===== config.mk =====
export PLATFORM = sky130hd
export DESIGN_NAME = io_port_ctrl_flat
export DESIGN_NICKNAME = d
export VERILOG_FILES = /design/src/rtl/io_port_ctrl_if.sv /design/src/rtl/io_port_ctrl.sv /design/src/flat_wrapper.sv
export SDC_FILE = /design/constraint.sdc
export NUM_CORES = 1
export LEC_CHECK = 0
export ABC_AREA = 0
export BUFFER_PORTS_ARGS = -buffer_cell sky130_fd_sc_hd__buf_2
export CAP_MARGIN = 20
export CORE_AREA = 8 8 241 243
export DETAILED_ROUTE_END_ITERATION = 8
export DIE_AREA = 0 0 249 251
export PLACE_DENSITY_LB_ADDON = 0.3
export REMOVE_ABC_BUFFERS = 1
export SLEW_MARGIN = 5
export SYNTH_ARGS = -nofsm -noshare
export SYNTH_HDL_FRONTEND = slang
export SYNTH_SLANG_ARGS = --single-unit

===== constraint.sdc =====
create_clock -name clk -period 1.6 [get_ports clk]
set_input_delay 0.08 -clock clk [delete_from_list [all_inputs] [get_ports clk]]
set_output_delay 0.08 -clock clk [all_outputs]
set_load 0.02 [all_outputs]

===== src/rtl/io_port_ctrl_if.sv =====
// Core IO bus plus external input/output channel bundle for io_port_ctrl.
// The slave modport is the controller's view; master is the core/peripheral side.
interface io_port_ctrl_if #(
   parameter int NUBITS = 32,
   parameter int NUIOIN = 8,
   parameter int NUIOOU = 8
);
   localparam int AWI = (NUIOIN > 1) ? $clog2(NUIOIN) : 1;
   localparam int AWO = (NUIOOU > 1) ? $clog2(NUIOOU) : 1;

   logic                     req_in;
   logic [AWI-1:0]           addr_in;
   logic [NUBITS-1:0]        io_in;
   logic                     out_en;
   logic [AWO-1:0]           addr_out;
   logic [NUBITS-1:0]        data_out;
   logic [NUIOIN*NUBITS-1:0] ext_in_data;
   logic [NUIOIN-1:0]        ext_in_valid;
   logic [NUIOIN-1:0]        ext_in_ready;
   logic [NUIOOU*NUBITS-1:0] ext_out_data;
   logic [NUIOOU-1:0]        ext_out_valid;
   logic [NUIOOU-1:0]        ext_out_ready;
   logic [NUIOIN-1:0]        udf_flag;
   logic [NUIOOU-1:0]        ovf_flag;
   logic                     flag_clr;

   modport slave (
      input  req_in, addr_in, out_en, addr_out, data_out,
      input  ext_in_data, ext_in_valid, ext_out_ready, flag_clr,
      output io_in, ext_in_ready, ext_out_data, ext_out_valid, udf_flag, ovf_flag
   );

   modport master (
      output req_in, addr_in, out_en, addr_out, data_out,
      output ext_in_data, ext_in_valid, ext_out_ready, flag_clr,
      input  io_in, ext_in_ready, ext_out_data, ext_out_valid, udf_flag, ovf_flag
   );
endinterface


===== src/rtl/io_port_ctrl.sv =====
// Responder for the core IO bus: one-entry hold registers per input/output channel,
// zero-latency core reads, and sticky underflow/overflow flags since the core never stalls.
module io_port_ctrl #(
   parameter int NUBITS = 32,
   parameter int NUIOIN = 8,
   parameter int NUIOOU = 8
) (
   input logic           clk,
   input logic           rst,
   io_port_ctrl_if.slave bus
);
   localparam int AWI = (NUIOIN > 1) ? $clog2(NUIOIN) : 1;
   localparam int AWO = (NUIOOU > 1) ? $clog2(NUIOOU) : 1;

   logic [NUIOIN-1:0][NUBITS-1:0] hold_q, hold_d;
   logic [NUIOIN-1:0]             full_q, full_d;
   logic [NUIOIN-1:0]             udf_q, udf_d;
   logic [NUIOOU-1:0][NUBITS-1:0] out_q, out_d;
   logic [NUIOOU-1:0]             vld_q, vld_d;
   logic [NUIOOU-1:0]             ovf_q, ovf_d;

   logic [NUIOIN-1:0] in_sel_s, rd_hit_s, in_ready_s, ld_s;
   logic [NUIOOU-1:0] wr_hit_s;
   logic [NUBITS-1:0] io_in_s;

   // Address decode; an out-of-range address selects no channel and reads as zero.
   always_comb begin
      in_sel_s   = '0;
      rd_hit_s   = '0;
      in_ready_s = '0;
      ld_s       = '0;
      wr_hit_s   = '0;
      io_in_s    = '0;
      for (int k = 0; k < NUIOIN; k++) begin
         if (NUIOIN == 1) begin
            in_sel_s[k] = 1'b1;
         end else if (bus.addr_in == AWI'(k)) begin
            in_sel_s[k] = 1'b1;
         end else begin
            in_sel_s[k] = 1'b0;
         end
         rd_hit_s[k]   = bus.req_in & in_sel_s[k];
         in_ready_s[k] = ~full_q[k] | rd_hit_s[k];
         ld_s[k]       = bus.ext_in_valid[k] & in_ready_s[k];
         if (in_sel_s[k]) begin
            io_in_s = hold_q[k];
         end else begin
            io_in_s = io_in_s;
         end
      end
      for (int j = 0; j < NUIOOU; j++) begin
         if (NUIOOU == 1) begin
            wr_hit_s[j] = bus.out_en;
         end else if (bus.addr_out == AWO'(j)) begin
            wr_hit_s[j] = bus.out_en;
         end else begin
            wr_hit_s[j] = 1'b0;
         end
      end
   end

   // Next state for channel registers and sticky flags (set beats clear).
   always_comb begin
      hold_d = hold_q;
      full_d = full_q;
      out_d  = out_q;
      vld_d  = vld_q;
      udf_d  = bus.flag_clr ? '0 : udf_q;
      ovf_d  = bus.flag_clr ? '0 : ovf_q;
      for (int k = 0; k < NUIOIN; k++) begin
         // A load on the read cycle refills the entry, so the read and reload merge.
         if (ld_s[k]) begin
            hold_d[k] = bus.ext_in_data[k*NUBITS +: NUBITS];
            full_d[k] = 1'b1;
         end else if (rd_hit_s[k]) begin
            full_d[k] = 1'b0;
         end else begin
            full_d[k] = full_q[k];
         end
         if (rd_hit_s[k] & ~full_q[k]) begin
            udf_d[k] = 1'b1;
         end else begin
            udf_d[k] = udf_d[k];
         end
      end
      for (int j = 0; j < NUIOOU; j++) begin
         if (wr_hit_s[j]) begin
            out_d[j] = bus.data_out;
            vld_d[j] = 1'b1;
            if (vld_q[j] & ~bus.ext_out_ready[j]) begin
               ovf_d[j] = 1'b1;
            end else begin
               ovf_d[j] = ovf_d[j];
            end
         end else if (vld_q[j] & bus.ext_out_ready[j]) begin
            vld_d[j] = 1'b0;
         end else begin
            vld_d[j] = vld_q[j];
         end
      end
   end

   // State registers with synchronous reset.
   always_ff @(posedge clk) begin
      if (rst) begin
         hold_q <= '0;
         full_q <= '0;
         udf_q  <= '0;
         out_q  <= '0;
         vld_q  <= '0;
         ovf_q  <= '0;
      end else begin
         hold_q <= hold_d;
         full_q <= full_d;
         udf_q  <= udf_d;
         out_q  <= out_d;
         vld_q  <= vld_d;
         ovf_q  <= ovf_d;
      end
   end

   assign bus.io_in         = io_in_s;
   assign bus.ext_in_ready  = in_ready_s;
   assign bus.ext_out_data  = out_q;
   assign bus.ext_out_valid = vld_q;
   assign bus.udf_flag      = udf_q;
   assign bus.ovf_flag      = ovf_q;
endmodule


===== src/flat_wrapper.sv =====
// flat-port wrapper written by rule: the top's interface ports become plain ports
module io_port_ctrl_flat 
#(
   parameter int NUBITS = 32,
   parameter int NUIOIN = 8,
   parameter int NUIOOU = 8
)
  (clk, rst, bus_req_in, bus_addr_in, bus_out_en, bus_addr_out, bus_data_out, bus_ext_in_data, bus_ext_in_valid, bus_ext_out_ready, bus_flag_clr, bus_io_in, bus_ext_in_ready, bus_ext_out_data, bus_ext_out_valid, bus_udf_flag, bus_ovf_flag);
  io_port_ctrl_if #(.NUBITS(NUBITS), .NUIOIN(NUIOIN), .NUIOOU(NUIOOU)) bus_i ();
  input logic clk;
  input logic rst;
  input wire logic [$bits(bus_i.req_in)-1:0] bus_req_in;
  input wire logic [$bits(bus_i.addr_in)-1:0] bus_addr_in;
  input wire logic [$bits(bus_i.out_en)-1:0] bus_out_en;
  input wire logic [$bits(bus_i.addr_out)-1:0] bus_addr_out;
  input wire logic [$bits(bus_i.data_out)-1:0] bus_data_out;
  input wire logic [$bits(bus_i.ext_in_data)-1:0] bus_ext_in_data;
  input wire logic [$bits(bus_i.ext_in_valid)-1:0] bus_ext_in_valid;
  input wire logic [$bits(bus_i.ext_out_ready)-1:0] bus_ext_out_ready;
  input wire logic [$bits(bus_i.flag_clr)-1:0] bus_flag_clr;
  output wire logic [$bits(bus_i.io_in)-1:0] bus_io_in;
  output wire logic [$bits(bus_i.ext_in_ready)-1:0] bus_ext_in_ready;
  output wire logic [$bits(bus_i.ext_out_data)-1:0] bus_ext_out_data;
  output wire logic [$bits(bus_i.ext_out_valid)-1:0] bus_ext_out_valid;
  output wire logic [$bits(bus_i.udf_flag)-1:0] bus_udf_flag;
  output wire logic [$bits(bus_i.ovf_flag)-1:0] bus_ovf_flag;
  assign bus_i.req_in = bus_req_in;
  assign bus_i.addr_in = bus_addr_in;
  assign bus_i.out_en = bus_out_en;
  assign bus_i.addr_out = bus_addr_out;
  assign bus_i.data_out = bus_data_out;
  assign bus_i.ext_in_data = bus_ext_in_data;
  assign bus_i.ext_in_valid = bus_ext_in_valid;
  assign bus_i.ext_out_ready = bus_ext_out_ready;
  assign bus_i.flag_clr = bus_flag_clr;
  assign bus_io_in = bus_i.io_in;
  assign bus_ext_in_ready = bus_i.ext_in_ready;
  assign bus_ext_out_data = bus_i.ext_out_data;
  assign bus_ext_out_valid = bus_i.ext_out_valid;
  assign bus_udf_flag = bus_i.udf_flag;
  assign bus_ovf_flag = bus_i.ovf_flag;
  io_port_ctrl #(.NUBITS(NUBITS), .NUIOIN(NUIOIN), .NUIOOU(NUIOOU)) u_core (.clk(clk), .rst(rst), .bus(bus_i));
endmodule

# Word-level counts from Yosys, hierarchy flattened
# Cells that the tools add are included.
[totals] reg_bits=544 in_bits=315 out_inout_bits=320 word_cells=227
[op_classes] eq_ne=14 n_mux=82 n_bitwise=64 n_reduce_logical=26
[op_table] op="$mux W32" count=8
[op_table] op="$mux W1" count=72
[op_table] op="$reduce_bool A2 Y1" count=24
[op_table] op="$and A1 B1 Y1" count=40
[op_table] op="$eq A3 B3 Y1 const B" count=8
[op_table] op="$mux W8" count=2
[op_table] op="$not A1 Y1" count=16
[op_table] op="$eq A3 B2 Y1 const B" count=4
[op_table] op="$or A1 B1 Y1" count=8
[op_table] op="$eq A3 B1 Y1 const B" count=2
[op_table] op="$logic_not A3 Y1" count=2

# Longest topological paths before layout
[logic_depth] ltp_word=10 depth_mapped=8 ltp_nobuf=4

# Worst setup path before layout
# Ideal clock, no wire load.
[synth_path] kind="input -> output" startpoint="input bus_addr_in[0]" endpoint="output bus_io_in[20]" t_arrival_ns=1.271 t_required_ns=1.520 path_slack_ns=0.249 path_stages=6 n_path_buf=3 cell_sequence="buf_6 > buf_6 > buf_6 > mux4_2 > o21ai_1 > o21ai_1"
[synth_between] elab_chain_cells=10 elab_cells_between_ends=24 classes_between="7 x eq/ne; 16 x mux; 1 x reduce/logical"
[synth_rtl] item="from (decl)" line_no="flat_wrapper.sv:13" source="input wire logic [$bits(bus_i.addr_in)-1:0] bus_addr_in;"
[synth_rtl] item="$logic_not A3 Y1" line_no="io_port_ctrl.sv:37" source="end else if (bus.addr_in == AWI'(k)) begin"
[synth_rtl] item="$mux W1" line_no="io_port_ctrl.sv:37"
[synth_rtl] item="$mux W32 (7 in series)" line_no="io_port_ctrl.sv:45" source="if (in_sel_s[k]) begin"
[synth_rtl] item="$mux W32 (*)" line_no="io_port_ctrl.sv:45"
[synth_rtl] item="to (decl)" line_no="flat_wrapper.sv:21" source="output wire logic [$bits(bus_i.io_in)-1:0] bus_io_in;"
# Every way passes the cells marked *; elsewhere a longest branch is shown, timed or not.

# Worst setup path in the final report
[layout_path] startpoint="register u_core.hold_q[240] (netlist bit)" endpoint="output bus_io_in[16]"
[layout_between] elab_chain_cells=1
[layout_rtl] item="from (decl)" line_no="io_port_ctrl.sv:15" source="logic [NUIOIN-1:0][NUBITS-1:0] hold_q, hold_d;"
[layout_rtl] item="from (signal assigned)" line_no="io_port_ctrl.sv:113" source="hold_q <= hold_d;"
[layout_rtl] item="$mux W32" line_no="io_port_ctrl.sv:45"
# Every way passes these cells.

==> impl_metrics.ini <==
[run_status]
status = finished, violations left
violations = setup timing

[pwr]
power.density_mw_per_mm2 = 1010
seq_power_share_pct = 43.4
p_leak_nw = 13.8
peakVddDrop_v = 0.000945
sw_frac_of_total_pct = 27.0
internal_power_mw = 24.3
clockPowerShare_pct = 40.6
combPwrFrac_pct = 16.0
switching_power_mw = 9.00

[grt]
antenna_found_initial = 9
grt_overflow = 0
met2_usage_pct = 51.5
grt_pass1_wl_mm = 152
grt_pass1_vias = 25200
use_met1_pct = 35.3
grt_usage_pct = 30.7
grt_use_met3_pct = 9.26
grt_most_used_layer = met2
grt_max_degree = 104

[routing]
wl_per_cell_um = 23.3
dr.pass1.iters = 6
drc_errors = 0
final_antenna_net_count = 0
wirelength_mm = 104
routed_via_density = 5.66
vias = 25300
dr.first_iter.drc_count = 2503

[layout]
fin_cells = 4461
finalCoreUtilization_pct = 60.8
drive_gt1_share_pct = 30.1
nFillCells = 4428
syn_to_final_growth_pct = 47.4
stdcell_area_sq_mm = 0.0331
register_area_sq_mm = 0.0110
layout.nets = 4021
multiInputGateArea_sq_mm = 0.0105

[timing]
fin_ws_ns = -0.347
hold_viol = 0
worstMarginPinSlew_ns = 0.675
period_share_pct = 122
slew_violations = 0
clock_skew_ns = 0.0166
setup_viol = 32
period_needed_ns = 1.95
rsz0062_at_grt = true
max_freq_ghz = 0.514
slew_headroom_pct = 55.0

[worst_setup_path]
crit_path_start_kind = register
worstSetupEndpointType = primary output
critical_path_arrival_ns = 1.87
cp.required_ns = 1.52
critical_path.max_fanout = 2
worstSetupPathType = reg2out
cp_slowest_cell = mux4_2
reg2regPathDepth = 5
cp_cell_sequence = mux4_2, o21ai_2, o21ai_1, buf_4, buf_6
max_stage_delay_ns = 0.47

[synth]
synth-edff-count = 0
ys_warn_count = 0
syn_area_sq_mm = 0.0224
synth_cells = 2774
synthAdderAreaFrac_pct = 0
synth_xor_area_share_pct = 0
ys_async_sr_fraction_pct = 0
avgSynthCellArea_sq_um = 8.08
synth_top_family_by_area = simple AND/OR/NAND/NOR gates
synth_mux_area_share_pct = 6.20
yosys.area_share.simple_pct = 21.0
synth_seq_cells = 544
synth-compound-area-share_pct = 18.0
yosys_most_used_dff = dfxtp_1
synth_cell_types = 39
ys_seq_area_share_pct = 48.6

[clock_tree]
htree_num_levels = 2
cts_root_buf = clkbuf_16
clk_pin_slew_ns = 0.06
numCtsBuffers = 58
clock_sinks = 544
insertion_delay_ns = 0.61
cts_tree = done
cts_buffer_depth = 3

[job]
maxCapViolCount = 0

[min_path]
hold_class = in2reg
worstHoldPathCells = 4

[die]
coreArea_sq_mm = 0.0543
io_pins = 635
dieArea_sq_mm = 0.0625
initial_core_util_pct = 41.3
die_h_um = 251
die_w_um = 249
rows = 86

[place]
gp_congestion = 0.934
place_ws_ns = 0.00779
port_buffers = 634
dp.cells = 3979
hpwl_mm = 64.2
dpl_cell_area_sq_mm = 0.0269
synth_stat cells, drive strengths merged, types with 4 or more instances:
library cell  count  share of area, %
a21boi            4              0.33
a21oi           572                13
a221oi           31               1.8
a22oi             6              0.20
buf             155               4.3
clkbuf          105               1.8
dfxtp           544                49
inv              14              0.23
mux2             31               1.6
mux2i            32               1.4
mux4             32               3.2
nand2           918                15
nand2b           15              0.42
nand3           133               3.0
nor2             50              0.84
nor2b             5              0.14
o21ai            71               1.7
o2bb2ai          31               1.2
or3               5              0.14
final timing paths:
path / startpoint / end / slack, ns
hold / removal: bus_addr_out[1] / u_core.bus.ovf_flag[6] / 0.05
setup / recovery: u_core.hold_q[240] / bus_io_in[16] / -0.35
setup reg to reg: u_core.full_q[4] / u_core.hold_q[157] / 0.06
hold reg to reg: u_core.bus.ext_out_data[2] / u_core.bus.ext_out_data[2] / 0.45
power by group through the flow:
stage	registers, mW	logic (mW)	clock network, mW
2_1_floorplan	14.8	1.53	0
3_3_place_gp	14.7	4.08	0
3_5_place_dp	14.7	4.10	0
4_1_cts	14.4	4.97	13.7
5_1_grt	14.5	5.58	14.2
6_report	14.5	5.32	13.5
placed cells by master (no fill, tap or decap), drive strengths merged, types with 2 or more instances in the layout:
cell type and count:
mux2i 32, and4b 3, clkbuf 96, dlygate4sd3 328, nor2b 5, a21boi 4, a21oi 572, mux4 32
nand3 133, clkinv 7, dfxtp 544, diode 7, mux2 31, nand2 918, nand2b 15, a221oi 31
a22oi 6, or3 5, inv 15, nand4 2, bufbuf 3, buf 798, or2 2, o2bb2ai 31
nor3 2, nand4b 3, and4bb 3, nor2 50, clkinvlp 2, o21ai 71
critical path, delay by kind of cell, from the launching register on:
family                 cells  cell delay, ns
DFF                        1            0.34
AOI/OAI and AO/OA          2            0.15
buffers and inverters      2            0.29
muxes                      1            0.47
timing repair:
action,CTS,global route
endpoints found under the hold margin,534,0
pin swaps,2,11
cloned,3,3
setup endpoints to repair,35,41
hold buffers,329,0
buffers inserted,27,10
gates resized for setup,119,80
stage by stage:
stage               hold slack (ns)  setup TNS (ns)  power, mW
CTS                       0.0000522           -8.04       33.1
global placement              0.325               0       18.8
global route                 0.0383           -8.52       34.2
finish                       0.0469           -7.11       33.3
floorplan                     0.149          -20.87       16.3
detailed placement            0.327               0       18.8
sequential cells by signal, summed over array words and instances, names as in the netlist:
| register | flops |
|---|---|
| u_core.bus.ext_out_data | 256 |
| u_core.hold_q | 256 |
| u_core.bus.ext_out_valid | 8 |
| u_core.bus.ovf_flag | 8 |
| u_core.bus.udf_flag | 8 |
| u_core.full_q | 8 |
kinds of logic (layout without fill, tap and decap cells):
kind of cell / after synthesis / after routing
other: 0 / 7
buffers and inverters: 274 / 1250
muxes: 95 / 95
DFF: 544 / 544
and+or+nand+nor: 1145 / 1145
AOI/OAI and AO/OA: 716 / 716
final cells by class:
type / count / area share (%)
tap: 704 / 2.66
antenna: 7 / 0.0530
clock buffer: 93 / 5.53
timing repair buffer: 1132 / 26.3
multi-input combinational: 1956 / 31.9
inverter: 14 / 0.159
sequential: 544 / 33.2
clock inverter: 11 / 0.269
routing by layer:
| metal | share of wire, % | vias up |
|---|---|---|
| met5 | 0.036 | - |
| met4 | 6.4 | 6 |
| met3 | 11 | 468 |
| met2 | 46 | 1713 |
| met1 | 36 | 11900 |
| li1 | - | 11200 |
Power figures use the tool's default switching activity.
